## config.mk

```make
export PLATFORM = sky130hd
export DESIGN_NAME = error_telemetry_tx
export DESIGN_NICKNAME = d
export VERILOG_FILES = /design/src/rtl/error_telemetry_tx.sv
export SDC_FILE = /design/constraint.sdc
export NUM_CORES = 1
export LEC_CHECK = 0
export ABC_AREA = 1
export CORE_ASPECT_RATIO = 1.25
export CORE_MARGIN = 2
export CORE_UTILIZATION = 50
export DETAILED_ROUTE_END_ITERATION = 10
export GPL_TIMING_DRIVEN = 1
export PLACE_DENSITY = 0.72
export SETUP_SLACK_MARGIN = 0.1
export SYNTH_ARGS = -nofsm -noshare
export SYNTH_HDL_FRONTEND = slang
export SYNTH_SLANG_ARGS = --single-unit
```

## constraint.sdc

```tcl
create_clock -name fpga_clk_i -period 5.5 [get_ports fpga_clk_i]
set_clock_uncertainty 0.05 [all_clocks]
set_input_delay 1.1 -clock fpga_clk_i [delete_from_list [all_inputs] [get_ports fpga_clk_i]]
set_output_delay 1.1 -clock fpga_clk_i [all_outputs]
set_load 0.01 [all_outputs]
```

## src/rtl/error_telemetry_tx.sv

```systemverilog
`default_nettype none
// ============================================================================
// error_telemetry_tx
// Decimated phase-error capture into a byte FIFO, drained as 8N1 UART frames.
// Revision: 1.0
// ============================================================================
module error_telemetry_tx #(
  parameter int PDET_WIDTH   = 5,
  parameter int FIFO_DEPTH   = 16,
  parameter int CLKS_PER_BIT = 2240,
  parameter int DECIM        = 64
) (
  input  logic                        fpga_clk_i,
  input  logic                        reset_i,
  input  logic                        enable_i,
  input  logic                        ref_i,
  input  logic [PDET_WIDTH-1:0]       error_i,
  output logic                        tx_o,
  output logic                        busy_o,
  output logic                        overflow_o,
  output logic [$clog2(FIFO_DEPTH):0] fifo_count_o
);

  localparam int PTR_W  = $clog2(FIFO_DEPTH);
  localparam int CNT_W  = PTR_W + 1;
  localparam int BAUD_W = $clog2(CLKS_PER_BIT);
  localparam int DEC_W  = (DECIM > 1) ? $clog2(DECIM) : 1;

  localparam logic [BAUD_W-1:0] BAUD_LAST = BAUD_W'(CLKS_PER_BIT - 1);
  localparam logic [DEC_W-1:0]  DEC_LAST  = DEC_W'(DECIM - 1);
  localparam logic [CNT_W-1:0]  FULL_CNT  = CNT_W'(FIFO_DEPTH);

  typedef enum logic [1:0] {
    IDLE  = 2'd0,
    START = 2'd1,
    DATA  = 2'd2,
    STOP  = 2'd3
  } state_t;

  state_t                  state;
  logic                    ref_q;
  logic [DEC_W-1:0]        dec_cnt;
  logic [7:0]              mem [FIFO_DEPTH];
  logic [PTR_W-1:0]        wr_ptr;
  logic [PTR_W-1:0]        rd_ptr;
  logic [BAUD_W-1:0]       baud_cnt;
  logic [2:0]              bit_cnt;
  logic [7:0]              shreg;

  logic signed [PDET_WIDTH-1:0] err_s;
  logic [7:0]              sample;
  logic                    rise;
  logic                    capture;
  logic                    fifo_empty;
  logic                    fifo_full;
  logic                    baud_done;
  logic                    pop;
  logic                    push;
  logic                    line_bit;

  assign err_s      = error_i;
  assign sample     = 8'(err_s);
  assign rise       = ref_i & ~ref_q;
  assign capture    = enable_i & rise & (dec_cnt == DEC_LAST);
  assign fifo_empty = (fifo_count_o == '0);
  assign fifo_full  = (fifo_count_o == FULL_CNT);
  assign baud_done  = (baud_cnt == BAUD_LAST);
  // A pop in the same edge frees the slot a full-FIFO capture needs.
  assign pop        = ~fifo_empty & ((state == IDLE) | ((state == STOP) & baud_done));
  assign push       = capture & (~fifo_full | pop);

  always_comb begin
    line_bit = 1'b1;
    case (state)
      START:   line_bit = 1'b0;
      DATA:    line_bit = shreg[0];
      default: line_bit = 1'b1;
    endcase
  end

  always_ff @(posedge fpga_clk_i) begin
    if (reset_i) begin
      ref_q   <= 1'b0;
      dec_cnt <= '0;
    end else begin
      ref_q <= ref_i;
      if (!enable_i)
        dec_cnt <= '0;
      else if (rise)
        dec_cnt <= (dec_cnt == DEC_LAST) ? '0 : dec_cnt + DEC_W'(1);
    end
  end

  always_ff @(posedge fpga_clk_i) begin
    if (push)
      mem[wr_ptr] <= sample;
  end

  always_ff @(posedge fpga_clk_i) begin
    if (reset_i) begin
      wr_ptr       <= '0;
      rd_ptr       <= '0;
      fifo_count_o <= '0;
      overflow_o   <= 1'b0;
    end else begin
      if (push)
        wr_ptr <= wr_ptr + PTR_W'(1);
      if (pop)
        rd_ptr <= rd_ptr + PTR_W'(1);
      if (push && !pop)
        fifo_count_o <= fifo_count_o + CNT_W'(1);
      else if (pop && !push)
        fifo_count_o <= fifo_count_o - CNT_W'(1);
      if (capture && !push)
        overflow_o <= 1'b1;
    end
  end

  // Line outputs are registered from the state, so they trail it by one clock.
  always_ff @(posedge fpga_clk_i) begin
    if (reset_i) begin
      state    <= IDLE;
      tx_o     <= 1'b1;
      busy_o   <= 1'b0;
      baud_cnt <= '0;
      bit_cnt  <= '0;
      shreg    <= '0;
    end else begin
      tx_o   <= line_bit;
      busy_o <= (state != IDLE);
      case (state)
        IDLE: begin
          baud_cnt <= '0;
          if (pop) begin
            shreg <= mem[rd_ptr];
            state <= START;
          end
        end
        START: begin
          if (baud_done) begin
            baud_cnt <= '0;
            bit_cnt  <= '0;
            state    <= DATA;
          end else begin
            baud_cnt <= baud_cnt + BAUD_W'(1);
          end
        end
        DATA: begin
          if (baud_done) begin
            baud_cnt <= '0;
            if (bit_cnt == 3'd7) begin
              state <= STOP;
            end else begin
              bit_cnt <= bit_cnt + 3'd1;
              shreg   <= {1'b0, shreg[7:1]};
            end
          end else begin
            baud_cnt <= baud_cnt + BAUD_W'(1);
          end
        end
        STOP: begin
          if (baud_done) begin
            baud_cnt <= '0;
            if (pop) begin
              shreg <= mem[rd_ptr];
              state <= START;
            end else begin
              state <= IDLE;
            end
          end else begin
            baud_cnt <= baud_cnt + BAUD_W'(1);
          end
        end
        default: state <= IDLE;
      endcase
    end
  end

endmodule
`default_nettype wire

```

==> flow_summary.ini, run 1 <==
[cells_and_area]
nets = 731
multi_input_area_mm2 = 0.00221
diodes = 0
fin_util_pct = 58.1
syn_to_final_growth_pct = 14.6
ff_latch_area_mm2 = 0.00344
fillers = 1056
drive_gt1_share_pct = 7.83
design_area_mm2 = 0.00700

[worst_setup_path]
cpMostUsedCell = inv_1
slowest_delay_ns = 0.46
worst_path_max_delay_cell = clkdlybuf4s50_1
path_max_fanout = 7
crit_chain = clkdlybuf4s50_1, inv_1, nor2_4, inv_1, nor2_1, nand4_1, nor2_4, nand2_2, clkinv_2, ha_1, inv_1, fa_1, a21oi_1, nor2_1, o21ai_0, nand3_1, o21ai_0, a21oi_1
worst_ep_required_time_ns = 5.75
end_kind = flip-flop
crit_type = input port to flip-flop
cp_data_arrival_time_ns = 4.04
worst_setup_path_start_kind = input port

[power]
p_comb_share_pct = 28.3
p_int_mw = 2.19
swShare_pct = 33.2
p_seq_share_pct = 36.4
clkPwrFrac_pct = 35.3
cellLeakagePower_nw = 2.84
p_sw_mw = 1.09
power_density_mw_per_mm2 = 468
peakVddDrop_uv = 319
power_mw = 3.28

[cts]
cts.hold.buffers_added = 0
clkTransAtPathRegs_ns = 0.06
cts_setup_buffers = 0
cts_tree = yes
clock_latency_ns = 0.41
ctsLongestPathBuffers = 2
clock-sinks = 132
h-tree-depth = 4
cts_root_buffer = clkbuf_16
cts_buffers = 17
cts_resized = 0

[die]
core.rowCount = 45
dieArea_mm2 = 0.0131
start_util_pct = 50.7
die-height_um = 128
io_pins = 17
core-area_mm2 = 0.0120
die_w_um = 103

[synthesis]
synth_fa_ha_area_share_pct = 4.22
post_synth_xor_area_fraction_pct = 1.29
syn_area_mm2 = 0.00611
synth_nets = 713
synth_top_area_share_pct = 39.3
ys_async_sr_fraction_pct = 0
synthTopCellsByCount = nand2_1 (169), inv_1 (88), nor2_1 (84), edfxtp_1 (80), nand3_1 (66)
synth-edff-count = 80
syn_area_per_cell_um2 = 8.93
synth-seq-cells = 132
synth_top_family_by_area = simple AND/OR/NAND/NOR gates
synthMostInstantiatedCell = nand2_1
ys_types = 36
yosys_warnings = 0
ys.flop_type = edfxtp_1
synth_cells = 684
yosys.area.top_type = edfxtp_1
yosysSeqAreaShare_pct = 56.4
synth.area.top_cells = edfxtp_1 (39%), dfxtp_1 (17%), nand2_1 (10%)
synth-simple-area-share_pct = 26.4
synth_compound_area_share_pct = 4.34
muxShareOfSynthArea_pct = 0

[place]
post_dp_cell_area_mm2 = 0.00638
portBuffers = 16
dp_hpwl_mm = 8.10
gp_congestion = 0.834

[global_route]
grt_max_degree = 45
overflow = 0
grt_pass1_vias = 4366
grtUsageTotal_pct = 20.4
grt_pass1_wl_mm = 20.2
antenna_found_initial = 0

[sta]
period_needed_ns = 3.79
max_freq_mhz = 264
slew_violations = 0
hold_viol = 0
post-route-period-util_pct = 69.0
setup_violations = 0
fin_hold_ws_ns = 0.391
timing.slew.headroom_pct = 39.7
grt_setup_unrepaired = no
setup_tns_ns = 0
tightest_slew_ns = 0.904

[job]
drv_cap = 0

[detailed_routing]
wl_mm = 12.3
ant_nets = 0
vias = 4495
dr.pass1.iters = 5
wl_per_cell_um = 14.0
drtIter0Drc = 344
viasPerCell = 5.11
drc = 0

[run_status]
status = finished clean

[hold_path]
hp-class = flip-flop to flip-flop
[state kept, by name, summed over array words and instances (netlist names), named ones only]
signal        flops
baud_cnt         12
bit_cnt           3
busy_o            1
dec_cnt           6
fifo_count_o      5
mem              80
overflow_o        1
rd_ptr            4
ref_q             1
shreg             8
state             2
tx_o              1
wr_ptr            4
[cell families after synthesis]
group                      after synthesis
DFF                                    132
adders and majority gates               20
and+or+nand+nor                        361
AOI/OAI and AO/OA                       50
xor gates and xnor gates                 9
buffers and inverters                  112
[layout by cell type (no fill, tap or decap), types with 2 or more instances in the layout]
cell and instances:
nand2_2 9, clkinvlp_4 3, nand3b_1 2, nand3_1 66, nand2_4 5, xor2_1 5
clkdlybuf4s50_1 16, clkinv_2 5, dfxtp_1 52, inv_1 88, a31oi_1 2, a21oi_1 26
xnor2_1 4, o21ai_0 17, and3_1 2, o21bai_1 2, clkbuf_16 17, ha_1 19
inv_2 3, bufinv_16 4, nor2_1 84, nor3_1 9, nand3_4 2, nand4_1 5
nor2_4 3, edfxtp_1 80, clkinv_1 4, nor3b_1 2, nand2_1 169
[layer usage]
metal  global-route usage (%)  part of all wire, %  up-vias
li1                         -                    -     2243
met1                     23.3                   40     2100
met4                     11.1                  3.3        0
met5                        0                    0        -
met3                     5.74                  4.6       32
met2                     34.1                   52      120
[critical path: cells and delay by family]
kind                     cells  cell delay (ns)
AND/OR/NAND/NOR              7             0.97
buffers and inverters        5             0.82
adder cells (fa/ha/maj)      2             0.60
AO/OA/AOI/OAI                4             0.55
[per-stage QoR]
stage	cells	setup slack, ns
2_1_floorplan	684	2.11
3_3_place_gp	847	1.47
3_5_place_dp	847	1.30
4_1_cts	879	1.75
5_1_grt	879	1.51
6_report	879	1.71
[cell type report]
cell class | count | area share, %
inverter | 94 | 5.06
multi-input combinational | 440 | 31.6
sequential | 132 | 49.2
clock buffer | 17 | 6.08
timing repair buffer | 17 | 2.40
tap | 164 | 2.93
clock inverter | 15 | 2.68
[power by group through the flow]
stage / clock (mW) / sequential, mW / combinational (mW)
after floorplan: 0 / 1.18 / 0.732
after global placement: 0 / 1.21 / 0.886
after detailed placement: 0 / 1.21 / 0.921
after CTS: 1.18 / 1.19 / 0.930
after global routing: 1.23 / 1.20 / 1.05
final: 1.16 / 1.19 / 0.927
[final timing paths]
check | start | end | slack [ns] | cells past startpoint
worst max-delay path | ref_i | fifo_count_o[4] | 1.71 | 18
worst min-delay path | baud_cnt[0] | baud_cnt[0] | 0.39 | 1
worst max register to register | baud_cnt[0] | fifo_count_o[4] | 2.41 | 18
worst min register to register | baud_cnt[0] | baud_cnt[0] | 0.39 | 1
No activity file was read; power rests on OpenSTA's default activity.
==> run 2: changes to the inputs <==
Clock period 5.5 ns to 3.75 ns, I/O delays scaled along.
==> run 2 against run 1 <==
  * Global-route usage grew 0.30 points
  * Combinational power up 49%
  * Via count down 0.47%
  * Final area is 0.48% higher
  * Worst setup slack worse by 1.2 ns
  * Critical path type unchanged
  * Largest power group unchanged
==> flow_summary.ini, run 2 (synthesis results as in run 1) <==
[die]
die-height_um = 128
core-area_mm2 = 0.0120
die_w_um = 103
core.rowCount = 45
dieArea_mm2 = 0.0131
io_pins = 17
start_util_pct = 50.7

[cts]
cts_resized = 0
cts_tree = yes
cts_root_buffer = clkbuf_16
clock-sinks = 132
cts_setup_buffers = 0
cts_buffers = 17
clkTransAtPathRegs_ns = 0.05
ctsLongestPathBuffers = 2
h-tree-depth = 4
cts.hold.buffers_added = 0
clock_latency_ns = 0.41

[power]
power_density_mw_per_mm2 = 682
cellLeakagePower_nw = 2.88
peakVddDrop_uv = 398

[job]
drv_cap = 0

[worst_setup_path]
cp_data_arrival_time_ns = 3.48
worst_ep_required_time_ns = 4.00
r2r_start = baud_cnt[0]
reg2reg_depth = 18
reg2reg_to = fifo_count_o[4]
path_max_fanout = 5
worst_setup_path_start_kind = input port
r2r_setup_slack_ns = 0.77
end_kind = flip-flop
crit_type = input port to flip-flop

[sta]
period_needed_ns = 3.23
tightest_slew_ns = 0.816
timing.slew.headroom_pct = 45.5
setup_violations = 0
max_freq_mhz = 309
setup_tns_ns = 0
slew_violations = 0
post-route-period-util_pct = 86.2
grt_setup_unrepaired = no
hold_viol = 0

[cells_and_area]
nets = 736
regMostFlops = mem
drive_gt1_share_pct = 8.33
diodes = 0
ff_latch_area_mm2 = 0.00344
largest_reg_flops = 80
fin_util_pct = 58.4
syn_to_final_growth_pct = 15.2
final_common_cell = nand2_1
top_regs = mem x80, baud_cnt x12, shreg x8
fillers = 1049
multi_input_area_mm2 = 0.00221
mostFrequentLayoutCells = nand2_1 (169), inv_1 (88), nor2_1 (84)

[global_route]
grt_pass1_wl_mm = 20.6
grt_pass1_vias = 4417
grtUsageTotal_pct = 20.7
antenna_found_initial = 0
overflow = 0
grt_max_degree = 38

[detailed_routing]
vias = 4474
ant_nets = 0
drc = 0
viasPerCell = 5.06
wl_mm = 12.4
dr.pass1.iters = 6
wl_per_cell_um = 14.0
drtIter0Drc = 259

[hold_path]
min_path_cells = 1
hp-class = flip-flop to flip-flop
min_to = baud_cnt[0]
worstHoldStart = baud_cnt[0]

[place]
portBuffers = 16
dp_hpwl_mm = 8.18
gp_congestion = 0.912

[run_status]
status = finished clean
-- run 2: worst max path at each step --
| stage | startpoint | end |
|---|---|---|
| after global routing | ref_i | fifo_count_o[4] |
| final | ref_i | fifo_count_o[4] |
| after detailed placement | ref_i | fifo_count_o[4] |
| after floorplan | ref_i | fifo_count_o[4] |
| after global placement | ref_i | fifo_count_o[4] |
| after CTS | ref_i | fifo_count_o[4] |
-- run 2: per-stage QoR --
step | total power [mW] | hold slack (ns) | instances | cell area (um^2) | worst slack (ns)
final | 4.80 | 0.396 | 884 | 7030 | 0.518
after CTS | 4.81 | 0.407 | 884 | 7030 | 0.530
after global placement | 3.08 | 0.375 | 852 | 6420 | 0.217
after global routing | 5.08 | 0.434 | 884 | 7030 | 0.313
after floorplan | 2.81 | 0.363 | 684 | 6110 | 0.706
after detailed placement | 3.13 | 0.398 | 852 | 6420 | 0.0761
-- run 2: routing by layer --
layer	vias up	GRT usage, %	share of wire [%]
met5	-	0	0
met4	0	8.36	2.7
met3	32	5.47	4.7
met2	118	36.2	53
met1	2071	23.7	40
li1	2253	-	-
-- run 2: area by class of cell --
cell class | instances | area share (%)
clock buffer | 25 | 7.35
timing repair buffer | 22 | 2.92
tap | 164 | 2.92
sequential | 132 | 49.0
clock inverter | 7 | 1.32
inverter | 94 | 5.04
multi-input combinational | 440 | 31.5
-- run 2: critical path, stage by stage --
cell and delay [ns]:
clkdlybuf4s50_1 0.45, inv_1 0.07, nor2_4 0.13, inv_1 0.07
nor2_1 0.17, nand4_1 0.19, nor2_4 0.14, nand2_2 0.08
clkinv_2 0.05, ha_1 0.16, inv_1 0.10, fa_1 0.41
a21oi_1 0.16, nor2_1 0.06, o21ai_0 0.18, nand3_1 0.12
o21ai_0 0.16, a21oi_1 0.05
-- run 2: where the power goes --
group / internal, mW / leakage, nW / switching [mW] / total, mW
clock network: 1.09 / 0.303 / 0.588 / 1.68
registers: 1.64 / 1.14 / 0.106 / 1.75
logic: 0.472 / 1.43 / 0.904 / 1.38
